==> src/rtl/sum_sched_pkg.sv <==
// Shared types and helpers for the summing scheduler.
// Width math and size clamping live here so top and bench agree.
package sum_sched_pkg;

  typedef enum logic [1:0] {
    IDLE,
    ACC,
    DONE
  } state_e;

  function automatic int f_sumw(
    input int w,
    input int nval
  );
    return w + $clog2(nval);
  endfunction

  // Negative counts mean "nothing to sum".
  function automatic int size_clamp(
    input int size,
    input int nval
  );
    if (size < 0) return 0;
    if (size > nval) return nval;
    return size;
  endfunction

endpackage

==> src/rtl/sum_req_scheduler_if.sv <==
// Request/response bundle between requesters and the scheduler.
// master drives requests and consumes results; slave is the scheduler.
interface sum_req_scheduler_if
  import sum_sched_pkg::*;
#(
  parameter int NREQ = 2,
  parameter int NVAL = 4,
  parameter int W    = 32
);

  localparam int SUMW = f_sumw(W, NVAL);
  localparam int IW   = $clog2(NREQ);

  logic [NREQ-1:0]                  req_valid;
  logic [NREQ-1:0]                  req_ready;
  logic [NREQ-1:0][NVAL-1:0][W-1:0] req_values;
  logic [NREQ-1:0][31:0]            req_size;
  logic                             resp_valid;
  logic                             resp_ready;
  logic [IW-1:0]                    resp_id;
  logic [SUMW-1:0]                  resp_sum;

  modport master (
    output req_valid, req_values, req_size,
    output resp_ready,
    input  req_ready,
    input  resp_valid, resp_id, resp_sum
  );

  modport slave (
    input  req_valid, req_values, req_size,
    input  resp_ready,
    output req_ready,
    output resp_valid, resp_id, resp_sum
  );

endinterface

==> src/rtl/sum_serial_engine.sv <==
// Serial adder: captures a vector on load, then adds one element
// per cycle until size_eff elements are consumed.
module sum_serial_engine #(
  parameter int NVAL = 4,
  parameter int W    = 32,
  parameter int SUMW = 34,
  parameter int CW   = 3
) (
  input  logic                     clk,
  input  logic                     rst_n,
  input  logic                     load,
  input  logic [NVAL-1:0][W-1:0]   vec,
  input  logic [CW-1:0]            size_eff,
  output logic                     busy,
  output logic                     last,
  output logic [SUMW-1:0]          sum
);

  localparam int IXW = (NVAL > 1) ? $clog2(NVAL) : 1;

  logic [NVAL-1:0][W-1:0] vec_q, vec_d;
  logic [CW-1:0]          size_q, size_d;
  logic [CW-1:0]          idx_q, idx_d;
  logic [SUMW-1:0]        acc_q, acc_d;
  logic                   busy_q, busy_d;

  assign busy = busy_q;
  assign last = busy_q && (idx_q == size_q - 1'b1);
  // Exposes the post-add value so the final sum is ready on the last step.
  assign sum  = acc_d;

  always_comb begin
    vec_d  = vec_q;
    size_d = size_q;
    idx_d  = idx_q;
    acc_d  = acc_q;
    busy_d = busy_q;
    if (load) begin
      vec_d  = vec;
      size_d = size_eff;
      idx_d  = '0;
      acc_d  = '0;
      busy_d = (size_eff != '0);
    end else if (busy_q) begin
      acc_d = acc_q + SUMW'(vec_q[idx_q[IXW-1:0]]);
      idx_d = idx_q + 1'b1;
      if (last) busy_d = 1'b0;
    end
  end

  always_ff @(posedge clk) begin
    if (!rst_n) begin
      vec_q  <= '0;
      size_q <= '0;
      idx_q  <= '0;
      acc_q  <= '0;
      busy_q <= 1'b0;
    end else begin
      vec_q  <= vec_d;
      size_q <= size_d;
      idx_q  <= idx_d;
      acc_q  <= acc_d;
      busy_q <= busy_d;
    end
  end

endmodule

==> src/rtl/sum_req_scheduler.sv <==
// Round-robin front end sharing one serial summing engine
// among NREQ requesters; one result in flight at a time.
module sum_req_scheduler
  import sum_sched_pkg::*;
#(
  parameter int NREQ = 2,
  parameter int NVAL = 4,
  parameter int W    = 32,
  localparam int SUMW = f_sumw(W, NVAL)
) (
  input logic              clk,
  input logic              rst_n,
  sum_req_scheduler_if.slave bus
);

  localparam int IW = $clog2(NREQ);
  localparam int CW = $clog2(NVAL + 1);

  state_e          state_q, state_d;
  logic [IW-1:0]   rr_q, rr_d;
  logic [IW-1:0]   id_q, id_d;
  logic [SUMW-1:0] sum_q, sum_d;

  logic            gnt_vld;
  logic [IW-1:0]   gnt_idx;
  logic [CW-1:0]   size_eff;
  logic            load;
  logic            eng_busy;
  logic            eng_last;
  logic [SUMW-1:0] eng_sum;

  // Descending scan so the lowest offset from rr_q wins.
  always_comb begin
    gnt_vld = 1'b0;
    gnt_idx = '0;
    for (int k = NREQ - 1; k >= 0; k--) begin
      if (bus.req_valid[(int'(rr_q) + k) % NREQ]) begin
        gnt_vld = 1'b1;
        gnt_idx = IW'((int'(rr_q) + k) % NREQ);
      end
    end
  end

  assign size_eff = CW'(size_clamp(
    int'($signed(bus.req_size[gnt_idx])), NVAL));

  sum_serial_engine #(
    .NVAL (NVAL),
    .W    (W),
    .SUMW (SUMW),
    .CW   (CW)
  ) u_eng (
    .clk      (clk),
    .rst_n    (rst_n),
    .load     (load),
    .vec      (bus.req_values[gnt_idx]),
    .size_eff (size_eff),
    .busy     (eng_busy),
    .last     (eng_last),
    .sum      (eng_sum)
  );

  always_ff @(posedge clk) begin
    if (!rst_n) begin
      state_q <= IDLE;
      rr_q    <= '0;
      id_q    <= '0;
      sum_q   <= '0;
    end else begin
      state_q <= state_d;
      rr_q    <= rr_d;
      id_q    <= id_d;
      sum_q   <= sum_d;
    end
  end

  always_comb begin
    state_d = state_q;
    unique case (state_q)
      IDLE: begin
        if (gnt_vld)
          state_d = (size_eff == '0) ? DONE : ACC;
      end
      ACC: begin
        if (eng_last || !eng_busy) state_d = DONE;
      end
      DONE: begin
        if (bus.resp_ready) state_d = IDLE;
      end
      default: state_d = IDLE;
    endcase
  end

  always_comb begin
    rr_d  = rr_q;
    id_d  = id_q;
    sum_d = sum_q;
    if (state_q == IDLE && gnt_vld) begin
      id_d = gnt_idx;
      if (size_eff == '0) sum_d = '0;
    end
    if (state_q == ACC && eng_last) sum_d = eng_sum;
    if (state_q == DONE && bus.resp_ready)
      rr_d = (id_q == IW'(NREQ - 1)) ? '0 : id_q + 1'b1;
  end

  always_comb begin
    load          = 1'b0;
    bus.req_ready = '0;
    if (state_q == IDLE && gnt_vld) begin
      load                   = 1'b1;
      bus.req_ready[gnt_idx] = 1'b1;
    end
  end

  assign bus.resp_valid = (state_q == DONE);
  assign bus.resp_id    = id_q;
  assign bus.resp_sum   = sum_q;

endmodule

==> src/flat_wrapper.sv <==
// flat-port wrapper written by rule: the top's interface ports become plain ports
module sum_req_scheduler_flat import sum_sched_pkg::*;
#(
  parameter int NREQ = 2,
  parameter int NVAL = 4,
  parameter int W    = 32,
  localparam int SUMW = f_sumw(W, NVAL)
)
  (clk, rst_n, bus_req_valid, bus_req_values, bus_req_size, bus_resp_ready, bus_req_ready, bus_resp_valid, bus_resp_id, bus_resp_sum);
  sum_req_scheduler_if #(.NREQ(NREQ), .NVAL(NVAL), .W(W)) bus_i ();
  input logic clk;
  input logic rst_n;
  input wire logic [$bits(bus_i.req_valid)-1:0] bus_req_valid;
  input wire logic [$bits(bus_i.req_values)-1:0] bus_req_values;
  input wire logic [$bits(bus_i.req_size)-1:0] bus_req_size;
  input wire logic [$bits(bus_i.resp_ready)-1:0] bus_resp_ready;
  output wire logic [$bits(bus_i.req_ready)-1:0] bus_req_ready;
  output wire logic [$bits(bus_i.resp_valid)-1:0] bus_resp_valid;
  output wire logic [$bits(bus_i.resp_id)-1:0] bus_resp_id;
  output wire logic [$bits(bus_i.resp_sum)-1:0] bus_resp_sum;
  assign bus_i.req_valid = bus_req_valid;
  assign bus_i.req_values = bus_req_values;
  assign bus_i.req_size = bus_req_size;
  assign bus_i.resp_ready = bus_resp_ready;
  assign bus_req_ready = bus_i.req_ready;
  assign bus_resp_valid = bus_i.resp_valid;
  assign bus_resp_id = bus_i.resp_id;
  assign bus_resp_sum = bus_i.resp_sum;
  sum_req_scheduler #(.NREQ(NREQ), .NVAL(NVAL), .W(W)) u_core (.clk(clk), .rst_n(rst_n), .bus(bus_i));
endmodule
==> config.mk <==
export PLATFORM = sky130hd
export DESIGN_NAME = sum_req_scheduler_flat
export DESIGN_NICKNAME = d
export VERILOG_FILES = /design/src/rtl/sum_sched_pkg.sv /design/src/rtl/sum_req_scheduler_if.sv /design/src/rtl/sum_serial_engine.sv /design/src/rtl/sum_req_scheduler.sv /design/src/flat_wrapper.sv
export SDC_FILE = /design/constraint.sdc
export NUM_CORES = 1
export LEC_CHECK = 0
export ABC_AREA = 1
export ABC_CLOCK_PERIOD_IN_PS = 5600
export BUFFER_PORTS_ARGS = -buffer_cell sky130_fd_sc_hd__clkbuf_2
export CELL_PAD_IN_SITES_DETAIL_PLACEMENT = 1
export CELL_PAD_IN_SITES_GLOBAL_PLACEMENT = 1
export CORE_ASPECT_RATIO = 1.5
export CORE_MARGIN = 4
export CORE_UTILIZATION = 38
export CTS_BUF_LIST = sky130_fd_sc_hd__clkbuf_16
export CTS_CLUSTER_SIZE = 14
export DETAILED_ROUTE_END_ITERATION = 8
export PLACE_DENSITY_LB_ADDON = 0.2
export REMOVE_ABC_BUFFERS = 1
export SLEW_MARGIN = 20
export SYNTH_ARGS = -nofsm -noshare
export SYNTH_HDL_FRONTEND = slang
export SYNTH_SLANG_ARGS = --single-unit
export TNS_END_PERCENT = 50
==> constraint.sdc <==
create_clock -name clk -period 5.6 [get_ports clk]
set_input_delay 0.56 -clock clk [delete_from_list [all_inputs] [get_ports clk]]
set_output_delay 0.56 -clock clk [all_outputs]
set_load 0.01 [all_outputs]
==> metrics.md, run 1 <==
| Metric | Value |
|---|---|
| IO buf count | 362 |
| Most common cell in the synthesized netlist | nand2_1 |
| Slew headroom | 31.85% |
| PnR worst setup slack | 1.836 ns |
| HP Class | in2reg |
| Fin nets | 2,426 |
| RSZ-0062 raised after global routing | false |
| Netlist cell types | 42 |
| Later-pin clock latency in the skew report | 0.53 ns |
| Final Hold Viols | 0 |
| Hold Path Stages | 3 |
| Max FO, Critical Path | 76 |
| Max stage delay on crit path | 0.70 ns |
| Synth top area share | 35.95% |
| CP Launch Type | flip-flop |
| Met1 usage | 28.46% |
| Die ar. | 33,240 µm² |
| Worst R2R Start | u_core.u_eng.idx_q[0]$_SDFFE_PP0P_ |
| Via/cell ratio | 5.233 |
| Post-CTS setup buffers | 0 |
| TritonCTS Buffers | 23 |
| Final Wtd Congestion | 0.9115 |
| Top cells by area, synth | dfxtp_1, nand2_1, nand3_1, nor2_1, a21oi_1 |
| Post-Synthesis Cell Area | 11,530 µm² |
| Fmax | 265.7 MHz |
| Crit share post-route | 67.21% |
| Root Driver | clkbuf_16 |
| Setup crit end kind | primary output |
| Post-synthesis cell count | 1,761 |
| Critical path class | reg2out |
| Synthesis-to-layout area growth | 24.08% |
| Total negative slack | 0 ns |
| Sink Count | 207 |
| Yosys reg bits | 207 |
| Power per cell area | 298.1 nW/µm² |
| Number of max-cap violations | 0 |
| Core ar. | 29,670 µm² |
| Initial drt markers | 435 |
| Leakage power | 7.221 nW |
| DP HPWL | 33,020 µm |
| DR WL/cell | 17.71 µm |
| Antenna diode count | 0 |
| First-pass DRT Iterations | 5 |
| R2r setup slk | 2.04 ns |
| WP data required | 5.04 ns |
| Pin count of the biggest net entering global routing | 77 |
| Setup-failing EPs final | 0 |
| Crit path arrival time | 3.20 ns |
| Synth Flop Type | dfxtp_1 |
| Skew final | 0.02083 ns |
| CP cell instances | nor2_1 > o21ai_4 > nor2_4 > buf_4 > buf_4 > clkbuf_2 |
| GR peak layer | met2 |
| Starting Density | 38.84% |
| DR vias | 12.97k |
| Slew @ Worst Pin | 1.018 ns |
| Antenna violations before repair | 0 |
| First-pass GRT wire length | 69,410 µm |
| Worst hold slack | 0.2563 ns |
| Min-delay src | bus_req_values[46] |
| Post_cts resized | 0 |
| Area leader, netlist | dfxtp_1 |
| Die H | 221.3 µm |
| Worst Hold Endpoint | u_core.u_eng.vec_q[46]$_SDFFE_PN0P_ |
| Clock H-tree levels | 1 |
| Reg2reg path depth | 14 |
| DR DRC count | 0 |
| Ys Warns | 0 |
| CP max stage cell | buf_4 |
| Final wirelength | 43,900 µm |
| FFs w/ async S/R, synth | 0% |
| GR Util met2 | 49.01% |
| Pre-CTS WS | 2.038 ns |
| Slew Limit Fails | 0 |
| Commonest cells in the synthesized netlist | nand2_1, dfxtp_1, nor2_1, inv_1, nand3_1 |
| Row cnt | 77 |
| # IOs | 363 |
| Dpl cells | 2,436 |
| Reg clk slew, reported paths | 0.06 ns |
| Placed Area | 13,550 µm² |
| RR Endpoint | u_core.bus.resp_sum[23]$_SDFFE_PN0P_ |
| GRT overflow | 0 |
| All-Layer GR Usage | 25.52% |
| Critical Path Most Common Cell | buf_4 |
| Antenna Violating Nets Remaining | 0 |
| GR Util met3 | 3.418% |
| Seq/Total Area, Yosys | 35.95% |
| Final Critical Period | 3.764 ns |
| CP delay by family, top | buffers and inverters |
| Layout Cells excl Fill | 2,478 |
| Status | finished clean |
| Die width | 150.2 µm |
| EDFF count, synth | 0 |
| Share of layout cells above drive strength 1 | 21.56% |
| CTS tree | yes |
| CTS Hold Bufs | 0 |
| WP buf/inv | 3 |
| VDD IR max | 0.2344 mV |
| Syn avg cell area | 6.545 µm² |
| Final instance area | 14,300 µm² |
| Number of global-route vias before repair | 13.79k |
| CTS Buffer Depth | 3 |
worst min-delay path: cells and delay by family:
family	cells	cell delay (ns)
AND/OR/NAND/NOR	1	0.05
buffers and inverters	1	0.08
AO/OA/AOI/OAI	1	0.06
metal layers:
layer,share of wire (%),vias to the layer above
met1,39,6140
met5,0,-
met4,3.0,0
li1,-,6443
met2,53,316
met3,4.8,68
power by group:
| group | leakage (nW) | internal [mW] | switching, mW |
|---|---|---|---|
| Clock | 0.380 | 0.893 | 0.650 |
| Sequential | 1.70 | 1.60 | 0.0811 |
| Combinational | 5.15 | 0.374 | 0.663 |
layout by cell type (no fill, tap or decap), types with 18 or more instances in the layout:
cell type and count:
nand2_1 477, clkbuf_2 361, dfxtp_1 204, nor2_1 180, inv_1 156, nand3_1 152
a21oi_1 123, o21ai_0 121, a22oi_1 72, ha_1 34, o22ai_1 32, clkbuf_16 23
or2_2 18
worst max path at each step:
stage	start	end	slack, ns	cells after the start
finish	u_core.state_q[0]$_SDFFE_PN0P_	bus_req_ready[0]	1.84	6
global placement	u_core.u_eng.idx_q[0]$_SDFFE_PP0P_	u_core.bus.resp_sum[28]$_SDFFE_PN0P_	2.14	15
detailed placement	u_core.u_eng.idx_q[0]$_SDFFE_PP0P_	u_core.bus.resp_sum[23]$_SDFFE_PN0P_	2.04	14
floorplan	bus_req_valid[1]	u_core.u_eng.vec_q[83]$_SDFFE_PN0P_	-2.03	4
global route	u_core.state_q[0]$_SDFFE_PN0P_	bus_req_ready[0]	1.55	6
CTS	u_core.state_q[0]$_SDFFE_PN0P_	bus_req_ready[0]	1.78	6
area by class of cell:
class,instances,area (µm²)
repair buffers,378,1934
clock buffers,23,575.6
well taps,395,494.2
multi-input cells,1297,6374
clock inverters,19,177.7
inverters,159,598.1
fillers,4081,15370
flip-flops and latches,207,4148
logic make-up after synthesis:
kind of cell	share of synthesized area [%]
buf+inv	8.945
simple gates	30.79
compound gates	20.00
flops	35.95
fa+ha+maj	3.865
xor+xnor	0.4559
through the flow:
stage | power (mW) | util [%]
2_1_floorplan | 2.374 | -
3_5_place_dp | 2.755 | 45.66
5_1_grt | 4.513 | 48.20
6_report | 4.263 | 48.20
4_1_cts | 4.319 | 48.20
3_3_place_gp | 2.726 | 45.66
state kept, by name, summed over array words and instances (netlist names):
register / cells
u_core.u_eng.acc_q: 34
u_core.bus.resp_sum: 34
u_core.bus.resp_id: 1
u_core.u_eng.vec_q: 128
u_core.u_eng.busy: 1
u_core.rr_q: 1
u_core.u_eng.size_q: 3
u_core.state_q: 2
u_core.u_eng.idx_q: 3
No activity file was read; power rests on OpenSTA's default activity.
==> inputs of run 2 (changes only) <==
- ABC_CLOCK_PERIOD_IN_PS: 5600 -> 3500
- CORE_UTILIZATION: 38 -> 35
- clock period: 5.6 -> 3.5 ns (I/O delays scaled with it)
==> run 2 against run 1 <==
Net effect: clock skew rose by 0.0046 ns; critical path depth rose by 11; core utilization fell by 4.1 points; count of clock-buffer cells in the layout did not move.
==> metrics.md, run 2 (synthesis gave the netlist of run 1 again) <==
| Metric | Value |
|---|---|
| Status | finished clean |
| CP delay by family, top | simple AND/OR/NAND/NOR gates |
| Post_cts resized | 0 |
| Antenna violations before repair | 0 |
| Critical Path Most Common Cell | nand2_1 |
| Net Sw Frac | 32.97% |
| RSZ-0062 raised after global routing | false |
| Starting Density | 35.43% |
| CTS Hold Bufs | 0 |
| Reg clk slew, reported paths | 0.06 ns |
| Pint | 4.439 mW |
| Critical path class | reg2reg |
| Max reg flops | 128 |
| Synthesis-to-layout area growth | 24.54% |
| Dpl cells | 2,462 |
| Row cnt | 81 |
| Number of global-route vias before repair | 13.65k |
| Power per cell area | 461.4 nW/µm² |
| Setup crit end kind | flip-flop |
| Number of max-cap violations | 0 |
| Layout Cells excl Fill | 2,501 |
| Logic pwr share | 25.2% |
| Pin count of the biggest net entering global routing | 87 |
| Max stage delay on crit path | 0.44 ns |
| CTS tree | yes |
| Die H | 230.3 µm |
| Reg power frac | 40.7% |
| Worst hold slack | 0.04905 ns |
| Most frequent cells in the layout | nand2_1, clkbuf_2, dfxtp_1, nor2_1, inv_1 |
| # IOs | 363 |
| Initial drt markers | 503 |
| Skew final | 0.02547 ns |
| DP HPWL | 33,010 µm |
| Later-pin clock latency in the skew report | 0.53 ns |
| Die ar. | 35,960 µm² |
| DR WL/cell | 17.54 µm |
| Setup-failing EPs final | 0 |
| CP cell instances | inv_2 > buf_12 > o21ai_0 > o22ai_1 > ha_1 > nand2_1 > nor2_1 > nand2_1 > inv_1 > nand4_1 > nand3b_1 > nand2_1 > nand2_1 > nand2_1 > nand2_1 > nand3_1 > o21ai_0 |
| Most flops, register | u_core.u_eng.vec_q |
| DR DRC count | 0 |
| HP Class | in2reg |
| Root Driver | clkbuf_16 |
| Fmax | 314.6 MHz |
| Sink Count | 207 |
| Core ar. | 32,530 µm² |
| WP data required | 3.96 ns |
| First-pass GRT wire length | 68,970 µm |
| Final Wtd Congestion | 0.9107 |
| Final instance area | 14,360 µm² |
| Antenna diode count | 0 |
| Die width | 156.2 µm |
| Clock H-tree levels | 1 |
| Crit share post-route | 90.82% |
| WP buf/inv | 3 |
| CP max stage cell | ha_1 |
| Slew headroom | 31.90% |
| VDD IR max | 0.3309 mV |
| TritonCTS Buffers | 23 |
| CTS Buffer Depth | 3 |
| Final Critical Period | 3.179 ns |
| Sw power | 2.183 mW |
| Fillers | 4,358 |
| Crit path arrival time | 3.63 ns |
| CP Launch Type | flip-flop |
| Leakage power | 7.242 nW |
| Via/cell ratio | 5.177 |
| Clock power share | 34.1% |
| Slew Limit Fails | 0 |
| Share of layout cells above drive strength 1 | 21.52% |
| DR vias | 12.95k |
| IO buf count | 362 |
| Antenna Violating Nets Remaining | 0 |
| Final Hold Viols | 0 |
| First-pass DRT Iterations | 4 |
| Fin nets | 2,432 |
| Max FO, Critical Path | 35 |
| Post-CTS setup buffers | 0 |
| All-Layer GR Usage | 23.47% |
| Slew @ Worst Pin | 1.022 ns |
| Commonest non-fill, non-tap cell in the layout | nand2_1 |
| Placed Area | 13,680 µm² |
| GRT overflow | 0 |
| Final wirelength | 43,860 µm |
-- run 2: cell count changes in the layout (fill, tap and decap cells not counted), sizes merged --
cell / before / now
clkinvlp: 0 / 1
bufinv: 3 / 1
buf: 17 / 23
inv: 161 / 163
clkinv: 14 / 10
-- run 2: layout make-up --
cell class / instances / area, µm² / share of cell area (%)
clock buffers: 23 / 575.6 / 4.009
clock inverters: 16 / 98.84 / 0.6886
inverters: 159 / 598.1 / 4.166
multi-input cells: 1297 / 6374 / 44.40
flip-flops and latches: 207 / 4148 / 28.89
well taps: 415 / 519.2 / 3.617
repair buffers: 384 / 2042 / 14.22
-- run 2: final timing paths --
path / startpoint / endpoint / slack, ns / cells after the start
max: u_core.u_eng.idx_q[0]$_SDFFE_PP0P_ / u_core.bus.resp_sum[33]$_SDFFE_PN0P_ / 0.32 / 17
min: bus_req_values[6] / u_core.u_eng.vec_q[6]$_SDFFE_PN0P_ / 0.05 / 3
max reg2reg: u_core.u_eng.idx_q[0]$_SDFFE_PP0P_ / u_core.bus.resp_sum[33]$_SDFFE_PN0P_ / 0.32 / 17
min reg2reg: u_core.bus.resp_sum[0]$_SDFFE_PN0P_ / u_core.bus.resp_sum[0]$_SDFFE_PN0P_ / 0.46 / 2
-- run 2: metrics by stage --
step	power [mW]	setup WS [ns]	utilization, %	TNS (ns)
CTS	6.718	0.2918	44.13	0
global route	7.029	0.09580	44.13	0
finish	6.623	0.3212	44.13	0
detailed placement	4.436	0.3022	42.05	0
global placement	4.392	0.3579	42.05	0
floorplan	3.798	-3.919	-	-551.73
-- run 2: per-layer routing --
layer / wire (µm) / track usage (%) / share of wire, % / up-vias
met4: 987 / 6.160 / 2.3 / 0
li1: - / - / - / 6443
met1: 17600 / 26.53 / 40 / 6156
met2: 23020 / 45.26 / 52 / 298
met5: 0 / 0 / 0 / -
met3: 2245 / 3.276 / 5.1 / 51
-- run 2: worst reg2reg max path: stages, from the launching register on --
cell and delay [ns]:
dfxtp_2 0.36, inv_2 0.08, buf_12 0.18, o21ai_0 0.36, o22ai_1 0.22, ha_1 0.44, nand2_1 0.16, nor2_1 0.18
nand2_1 0.07, inv_1 0.11, nand4_1 0.13, nand3b_1 0.22, nand2_1 0.09, nand2_1 0.11, nand2_1 0.06, nand2_1 0.09
nand3_1 0.08, o21ai_0 0.17
-- run 2: power groups by stage --
stage / Clock (mW) / Combinational, mW / Sequential, mW
after CTS: 2.32 / 1.70 / 2.70
after floorplan: 0 / 1.08 / 2.72
after global routing: 2.41 / 1.90 / 2.72
after detailed placement: 0 / 1.69 / 2.75
after global placement: 0 / 1.64 / 2.75
final: 2.26 / 1.67 / 2.70
